==> config.mk <==
export PLATFORM = sky130hd
export DESIGN_NAME = qos_pcie_nch
export DESIGN_NICKNAME = d
export VERILOG_FILES = /design/src/rtl/qos_pcie_nch.sv
export SDC_FILE = /design/constraint.sdc
export NUM_CORES = 1
export LEC_CHECK = 0
export CAP_MARGIN = 20
export CORE_UTILIZATION = 40
export DETAILED_ROUTE_END_ITERATION = 6
export DONT_BUFFER_PORTS = 1
export MAX_ROUTING_LAYER = met4
export PLACE_DENSITY = 0.53
export SLEW_MARGIN = 20
export SYNTH_ARGS = -nofsm -noshare
export SYNTH_HDL_FRONTEND = slang
export SYNTH_SLANG_ARGS = --single-unit
export TNS_END_PERCENT = 30
==> constraint.sdc <==
create_clock -name clk -period 9.1 [get_ports clk]
set_input_delay 2.275 -clock clk [delete_from_list [all_inputs] [get_ports clk]]
set_output_delay 2.275 -clock clk [all_outputs]
set_load 0.05 [all_outputs]
==> src/rtl/qos_pcie_nch.sv <==
// N-channel QoS dispatcher: class-steered FWFT FIFOs with programmable
// almost-full/almost-empty thresholds, pop/drop statistics and a sticky error state.
module qos_pcie_nch #(
    parameter int DATA_WIDTH   = 12,
    parameter int NUM_CH       = 4,
    parameter int FIFO_DEPTH   = 8,
    parameter int UMB_WIDTH    = 4,
    parameter int UMB_HIGH_DEF = 6,
    parameter int UMB_LOW_DEF  = 1,
    parameter int CNT_WIDTH    = 8
) (
    input  logic                             clk,
    input  logic                             reset,
    input  logic                             init,
    input  logic [UMB_WIDTH-1:0]             umbral_high,
    input  logic [UMB_WIDTH-1:0]             umbral_low,
    input  logic                             push,
    input  logic [DATA_WIDTH-1:0]            data_in,
    input  logic [NUM_CH-1:0]                pop,
    output logic [NUM_CH*DATA_WIDTH-1:0]     data_out,
    output logic [NUM_CH-1:0]                empty,
    output logic [NUM_CH-1:0]                almost_full,
    output logic [NUM_CH-1:0]                almost_empty,
    output logic                             pause,
    input  logic                             req,
    input  logic [$clog2(NUM_CH+1)-1:0]      idx,
    output logic                             valid,
    output logic [CNT_WIDTH-1:0]             data,
    output logic                             active_out,
    output logic                             idle_out,
    output logic                             error_out
);

    localparam int CLS_W = $clog2(NUM_CH);
    localparam int PTR_W = $clog2(FIFO_DEPTH);
    localparam int CNT_W = PTR_W + 1;
    localparam int IDX_W = $clog2(NUM_CH + 1);

    localparam logic [1:0] ST_INIT   = 2'd0;
    localparam logic [1:0] ST_IDLE   = 2'd1;
    localparam logic [1:0] ST_ACTIVE = 2'd2;
    localparam logic [1:0] ST_ERROR  = 2'd3;

    logic [1:0]                  state_reg, state_next;
    logic [UMB_WIDTH-1:0]        umb_high_reg, umb_low_reg;
    logic [CNT_WIDTH-1:0]        drop_cnt_reg;
    logic                        valid_reg;
    logic [CNT_WIDTH-1:0]        data_reg;
    logic [CLS_W-1:0]            ch;
    logic [NUM_CH-1:0]           full, push_ok, pop_ok;
    logic                        accept, drop, thr_valid;
    logic [NUM_CH*CNT_WIDTH-1:0] pop_cnt_flat;
    logic [CNT_WIDTH-1:0]        rd_sel;

    assign ch = data_in[DATA_WIDTH-1 -: CLS_W];
    // A full target still accepts when its head leaves in the same cycle.
    assign accept = push && (state_reg != ST_INIT) && (!full[ch] || pop[ch]);
    assign drop   = push && !accept;

    genvar gi;
    generate
        for (gi = 0; gi < NUM_CH; gi++) begin : g_ch
            logic [DATA_WIDTH-1:0] mem [FIFO_DEPTH];
            logic [PTR_W-1:0]      wr_ptr_reg, rd_ptr_reg;
            logic [CNT_W-1:0]      count_reg;
            logic [CNT_WIDTH-1:0]  pop_cnt_reg;

            assign empty[gi]        = (count_reg == '0);
            assign full[gi]         = (count_reg == CNT_W'(FIFO_DEPTH));
            assign push_ok[gi]      = accept && (ch == CLS_W'(gi));
            assign pop_ok[gi]       = pop[gi] && !empty[gi];
            assign almost_full[gi]  = (UMB_WIDTH'(count_reg) >= umb_high_reg);
            assign almost_empty[gi] = (UMB_WIDTH'(count_reg) <= umb_low_reg);
            assign data_out[gi*DATA_WIDTH +: DATA_WIDTH] = empty[gi] ? '0 : mem[rd_ptr_reg];
            assign pop_cnt_flat[gi*CNT_WIDTH +: CNT_WIDTH] = pop_cnt_reg;

            always_ff @(posedge clk) begin
                if (push_ok[gi])
                    mem[wr_ptr_reg] <= data_in;
            end

            always_ff @(posedge clk) begin
                if (reset) begin
                    wr_ptr_reg  <= '0;
                    rd_ptr_reg  <= '0;
                    count_reg   <= '0;
                    pop_cnt_reg <= '0;
                end else begin
                    if (push_ok[gi])
                        wr_ptr_reg <= wr_ptr_reg + PTR_W'(1);
                    if (pop_ok[gi]) begin
                        rd_ptr_reg  <= rd_ptr_reg + PTR_W'(1);
                        pop_cnt_reg <= pop_cnt_reg + CNT_WIDTH'(1);
                    end
                    case ({push_ok[gi], pop_ok[gi]})
                        2'b10:   count_reg <= count_reg + CNT_W'(1);
                        2'b01:   count_reg <= count_reg - CNT_W'(1);
                        default: count_reg <= count_reg;
                    endcase
                end
            end
        end
    endgenerate

    assign thr_valid = (umbral_low < umbral_high) &&
                       (umbral_high <= UMB_WIDTH'(FIFO_DEPTH));

    always_ff @(posedge clk) begin
        if (reset) begin
            umb_high_reg <= UMB_WIDTH'(UMB_HIGH_DEF);
            umb_low_reg  <= UMB_WIDTH'(UMB_LOW_DEF);
        end else if (state_reg == ST_INIT && init && thr_valid) begin
            umb_high_reg <= umbral_high;
            umb_low_reg  <= umbral_low;
        end
    end

    always_ff @(posedge clk) begin
        if (reset)
            drop_cnt_reg <= '0;
        else if (drop && drop_cnt_reg != '1)
            drop_cnt_reg <= drop_cnt_reg + CNT_WIDTH'(1);
    end

    // A drop outranks init so the error stays visible.
    always_comb begin
        state_next = state_reg;
        case (state_reg)
            ST_INIT:   if (!init) state_next = ST_IDLE;
            ST_IDLE: begin
                if (drop)        state_next = ST_ERROR;
                else if (init)   state_next = ST_INIT;
                else if (accept) state_next = ST_ACTIVE;
            end
            ST_ACTIVE: begin
                if (drop)                state_next = ST_ERROR;
                else if (init)           state_next = ST_INIT;
                else if (&empty && !push) state_next = ST_IDLE;
            end
            default:   state_next = ST_ERROR;
        endcase
    end

    always_ff @(posedge clk) begin
        if (reset)
            state_reg <= ST_INIT;
        else
            state_reg <= state_next;
    end

    always_comb begin
        rd_sel = '0;
        if (idx == IDX_W'(NUM_CH))
            rd_sel = drop_cnt_reg;
        for (int k = 0; k < NUM_CH; k++)
            if (idx == IDX_W'(k))
                rd_sel = pop_cnt_flat[k*CNT_WIDTH +: CNT_WIDTH];
    end

    always_ff @(posedge clk) begin
        if (reset) begin
            valid_reg <= 1'b0;
            data_reg  <= '0;
        end else begin
            valid_reg <= req;
            data_reg  <= req ? rd_sel : '0;
        end
    end

    assign valid      = valid_reg;
    assign data       = data_reg;
    assign pause      = |almost_full;
    assign active_out = (state_reg == ST_ACTIVE);
    assign idle_out   = (state_reg == ST_IDLE);
    assign error_out  = (state_reg == ST_ERROR);

endmodule

==> summary.md <==
| Metric | Value |
|---|---|
| DIE WIDTH | 229 um |
| Pin count of the biggest net entering global routing | 96 |
| WS Path Type | reg -> out |
| Setup TNS Final | 0 ps |
| Max transition margin | 0.273 |
| Initial antenna violation count | 0 |
| DIE AREA | 0.0525 mm^2 |
| Pwr per Cell Area | between 200 and 250 mW/mm^2 |
| Synth Flop Type | edfxtp_1 |
| Layout area overhead | 13.4% |
| Total grt overflow | 0 |
| Layout cells sized above 1 | 0.193 |
| Post-Syn Instances | roughly 1,300 |
| CP Max Fanout | 7 |
| Number of buffers created by CTS | about 50 |
| Total GRT Usage | 0.176 |
| Clk Tree Root Cell | clkbuf_16 |
| Setup-failing EPs final | 0 |
| Final hold violation count | 0 |
| Sw frac | 0.292 |
| I/O Buffers | 0 |
| Critical path launch point type | flip-flop |
| Ports | ~110 |
| Std cell rows | 82 |
| Arrival time of the worst setup path | between 3000 and 4000 ps |
| Final period utilization | 0.600 |
| First-pass DRT Iterations | 4 |
| Pleak | ~7.6 nW |
| Max-Cap Viols | 0 |
| Worst min path class | reg -> reg |
| Vias per std cell | 5.29 |
| Post-CTS sizing | 0 |
| First-pass GRT wire length | slightly below 70,000 um |
| Crit end category | output port |
| Syn Nets | 1,391 |
| Logic gate share of total power | 0.182 |
| CTS tree | yes |
| Total number of vias | 10,780 |
| H-tree depth | 2 |
| Clk network pwr share | 0.367 |
| Synth cell types | 47 |
| Peak supply drop | 0.196 mV |
| Sequential fraction of the synthesis area | 0.666 |
| Clk_skew | ~33 ps |
| WP data required | around 6800 ps |
| DRT antenna net count | 0 |
| Max FFs per register | about 380 |
| Vias in the first global route | 11,147 |
| Fill cell count | 4,376 |
| Routed length per instance | between 20 and 25 um |
| Clk slew on worst S/H paths | 60 ps |
| Clock tree buffer depth | 3 |
| Core Box Area | roughly 0.05 mm^2 |
| Drt total wl | between 40,000 and 50,000 um |
| Finished Layout Cells | approximately 2,000 |
| CTS Hold Buffers Added | 0 |
| Post-synth EDFFs | 384 |
| #FFs+latches synth | 495 |
| Syn avg cell area | between 15 and 20 um^2 |
| Status | complete, no violations |
| Clock Sink Count | 495 |
| Ys Warns | 0 |
| Synth Cell Area | 0.0206 mm^2 |
| 1st-iter DRT viols | 599 |
| Hpwl dp | 27,100 um |
| NumNets Final | 1,414 |
| Skew-Pair Late Insertion Delay | about 600 ps |
| Gpl congestion | 0.769 |
| Die Y | 229 um |
| Flop pwr share | 0.452 |
| Placed Instances | 1,941 |
| DRC violations left | 0 |
| Post-synth ARST share | 0 |
| NetSw | 1.69 mW |
| Max-slew violations | 0 |
| Postcts setup bufs | 0 |
| RSZ-0062 raised after global routing | false |
| N_diodes | 0 |
| Fmax | about 0.18 GHz |
| Worst Max-Slew Pin Slew | 1090 ps |
| Pint | between 4 and 5 mW |
| Min Tclk post-route | 5460 ps |
| Initial Util | 0.408 |
cell families after synthesis:
logic type / synth area share
AOI/OAI and AO/OA: 0.0336
buffers and inverters: 0.0172
and+or+nand+nor: 0.0760
muxes: 0.144
xor gates and xnor gates: 0.0271
DFF: 0.666
adders and majority gates: 0.0364
Yosys cell counts, drive strengths merged (8+ instances only):
library cell,count,area share
xor2,40,0.017
nor2,161,0.029
buf,34,0.0083
nand2b,10,0.0030
nor3b,9,0.0033
ha,60,0.036
nand2,33,0.0065
nor4,8,0.0036
edfxtp,384,0.56
or3,8,0.0024
nor3,15,0.0036
o21ai,27,0.0065
mux4,97,0.11
nor2b,17,0.0052
a21o,14,0.0051
a21oi,30,0.0075
inv,18,0.0033
clkbuf,31,0.0056
mux2i,78,0.038
nor4b,8,0.0034
and3,8,0.0024
nand3,22,0.0053
nand4,10,0.0030
xnor2,24,0.010
o211ai,9,0.0033
dfxtp,111,0.11
final timing paths:
kind | cells past startpoint | end | slack [ps] | from
worst min register to register | 2 | g_ch[3].pop_cnt_reg[7]$_SDFFE_PP0P_ | 490 | g_ch[3].pop_cnt_reg[7]$_SDFFE_PP0P_
worst max-delay path | 7 | pause | 3640 | g_ch[1].count_reg[0]$_SDFFE_PP0P_
worst max register to register | 11 | g_ch[3].count_reg[2]$_SDFFE_PP0P_ | 5970 | g_ch[1].count_reg[1]$_SDFFE_PP0P_
worst min-delay path | 2 | g_ch[3].pop_cnt_reg[7]$_SDFFE_PP0P_ | 490 | g_ch[3].pop_cnt_reg[7]$_SDFFE_PP0P_
power groups by stage:
stage / Clock [mW] / Combinational, mW / Sequential, mW
floorplan: 0 / 0.962 / 2.56
finish: 2.12 / 1.05 / 2.62
global placement: 0 / 1.05 / 2.67
global route: 2.26 / 1.12 / 2.64
CTS: 2.18 / 1.06 / 2.63
detailed placement: 0 / 1.06 / 2.67
cell usage in the layout, fill, tap and decap left out, types with 16 or more instances in the layout:
cell and instances:
xnor2_1 24, buf_4 35, edfxtp_1 384, mux4_2 97, nand2_1 29, dfxtp_1 107, ha_1 60, clkbuf_16 53
a21oi_1 29, xor2_1 40, o21ai_0 23, nor2_1 161, mux2i_1 78, inv_1 18, nand3_1 22, nor2b_1 16
area by class of cell:
| class | count | area [um^2] | share of cell area |
|---|---|---|---|
| clock buffers | 81 | 1550 | 0.0663 |
| clock inverters | 15 | 169 | 0.00722 |
| inverters | 18 | 67.6 | 0.00289 |
| multi-input cells | 721 | 6760 | 0.289 |
| flip-flops and latches | 495 | 13800 | 0.588 |
| well taps | 672 | 841 | 0.0359 |
| repair buffers | 35 | 263 | 0.0112 |
worst max-delay path: stages, from the launching register on:
cell and delay, ps:
dfxtp_1 480, inv_1 130, ha_1 280, nand2b_1 140, a21o_1 180, a21o_1 170, a21o_1 360, or4_1 850
per-stage QoR:
stage               total power, mW  hold slack, ps  area (um^2)  utilization  setup slack [ps]
finish                         5.79             489        23400        0.463              3640
floorplan                      3.53             455        20600            -              4280
global route                   6.02             509        23400        0.463              3530
CTS                            5.87             490        23400        0.462              3590
global placement               3.73             459        21700        0.428              4240
detailed placement             3.73             481        21700        0.428              4240
per-layer routing:
metal  GRT usage  share of wire  wire length [um]
met5           -              0                 0
met4      0.0619          0.029              1280
met3      0.0294          0.035              1560
met1       0.225           0.45             20000
met2       0.283           0.48             21300
Note: power is estimated with default switching activity, not from simulation.
==> RTL edit (same settings) <==
The parameter `DATA_WIDTH` goes from 12 to 14.
--- a/src/rtl/qos_pcie_nch.sv
+++ b/src/rtl/qos_pcie_nch.sv
@@ -2,5 +2,5 @@
 // almost-full/almost-empty thresholds, pop/drop statistics and a sticky error state.
 module qos_pcie_nch #(
-    parameter int DATA_WIDTH   = 12,
+    parameter int DATA_WIDTH   = 14,
     parameter int NUM_CH       = 4,
     parameter int FIFO_DEPTH   = 8,
Ports: changed (resized data_in and data_out); port bits go from 105 to 115. No check against the original RTL was run, so the function may have changed too.
==> RTL edit against the unedited design <==
- synthesized area rose by 12%
- power rose by 12%
- sequential power rose by 12%
- routed wire length rose by 13%
- count of clock-buffer cells in the layout rose by 2
- clock skew fell by 21 ps
- cell area rose by 12%
- setup slack got worse by 8.2 ps
- sequential cell count rose by 64
- sequential share of layout area rose by 1.1 points
==> RTL edit: results (changes against the unedited design) <==
metric	value	unit	change
dr.pass1.iters	5		+1
fin_nets	1527		+8.0%
yosysSeqAreaShare	0.679		+0.0126
largest_reg_flops	448		+17%
place_ws	4170	ps	-71.5 ps
antenna_found_initial	0		unchanged
hpwl	30700	um	+13%
synth_edf_count	448		+17%
grt_max_degree	96		unchanged
track_usage	0.178		+0.00188
yosys-top-cells-count	edfxtp_1, nor2_1, mux4_2		
r2r-start	g_ch[3].count_reg[1]		
min_from	umb_low_reg[1]		
async_reset_ff_frac	0		unchanged
cts_buffers	59		+16%
via_per_inst	5.33		+0.67%
grt_pass1_vias	12300		+10%
synth.distinct_cells	48		+2.1%
arrival	3200	ps	about the same
grt_pass1_wl	76300	um	+13%
fin_crit_sh	0.601		+0.000900
dr.first_iter.drc_count	721		+20%
clk_pin_slew	60	ps	about the same
fin_worst_skew	12.3	ps	-20.8 ps
final-instance-count-excl-fill	2237		+9.8%
dp_cells	2128		+9.6%
drive_gt1_frac	0.197		+0.00395
status	finished clean		
endpoint	pause		
syn_inst	1399		+7.7%
peakVddDrop	0.140	mV	-28%
ys_top_cells_by_area	edfxtp_1, mux4_2, dfxtp_1		
worst_pin_slew	1120	ps	+30.8 ps
wire_per_inst	22.3	um	+3.1%
rrSetupSlack	5760	ps	-210 ps
-- RTL edit: worst min-delay path by stage --
stage / end / slack, ps / cells past startpoint
6_report: umb_low_reg[1] / 500 / 2
3_5_place_dp: umb_low_reg[1] / 480 / 2
4_1_cts: g_ch[3].pop_cnt_reg[7] / 490 / 2
5_1_grt: umb_low_reg[1] / 510 / 2
3_3_place_gp: g_ch[3].pop_cnt_reg[7] / 460 / 2
2_1_floorplan: g_ch[3].pop_cnt_reg[7] / 460 / 2
-- RTL edit: final cells by class --
| cell class | count | area [sq um] |
|---|---|---|
| clock buffers | 83 | 1650 |
| inverters | 18 | 67.6 |
| flip-flops and latches | 559 | 15700 |
| well taps | 756 | 946 |
| clock inverters | 25 | 268 |
| diodes | 1 | 2.50 |
| repair buffers | 42 | 328 |
| fillers | 4858 | 30500 |
| multi-input cells | 753 | 7230 |
-- RTL edit: cells by family after synthesis --
family          after synthesis  share of synthesized area
flops                       559                      0.679
simple gates                329                     0.0708
mux                         199                      0.147
compound gates              101                     0.0300
buf+inv                      87                     0.0163
xor+xnor                     64                     0.0243
fa+ha+maj                    60                     0.0325
-- RTL edit: routing by layer --
layer	vias to the layer above	routed length, um	track usage
met5	-	0	-
met4	0	1110	0.0482
met3	70	2160	0.0311
met2	207	24700	0.291
met1	6149	22000	0.228
li1	5492	-	-
-- RTL edit: report_power, final --
group,total [mW],leakage [nW],internal [mW],switching (mW)
Combinational,1.19,2.61,0.401,0.789
Sequential,2.94,4.93,2.81,0.127
Clock,2.36,0.938,1.40,0.961
Total,6.49,8.48,4.61,1.88
-- RTL edit: critical path, stage by stage (launching register included) --
cell and delay [ps]:
dfxtp_1 470, inv_1 140, ha_1 280, nand2b_1 140, a21o_1 180, a21o_1 170
a21o_1 350, or4_1 840
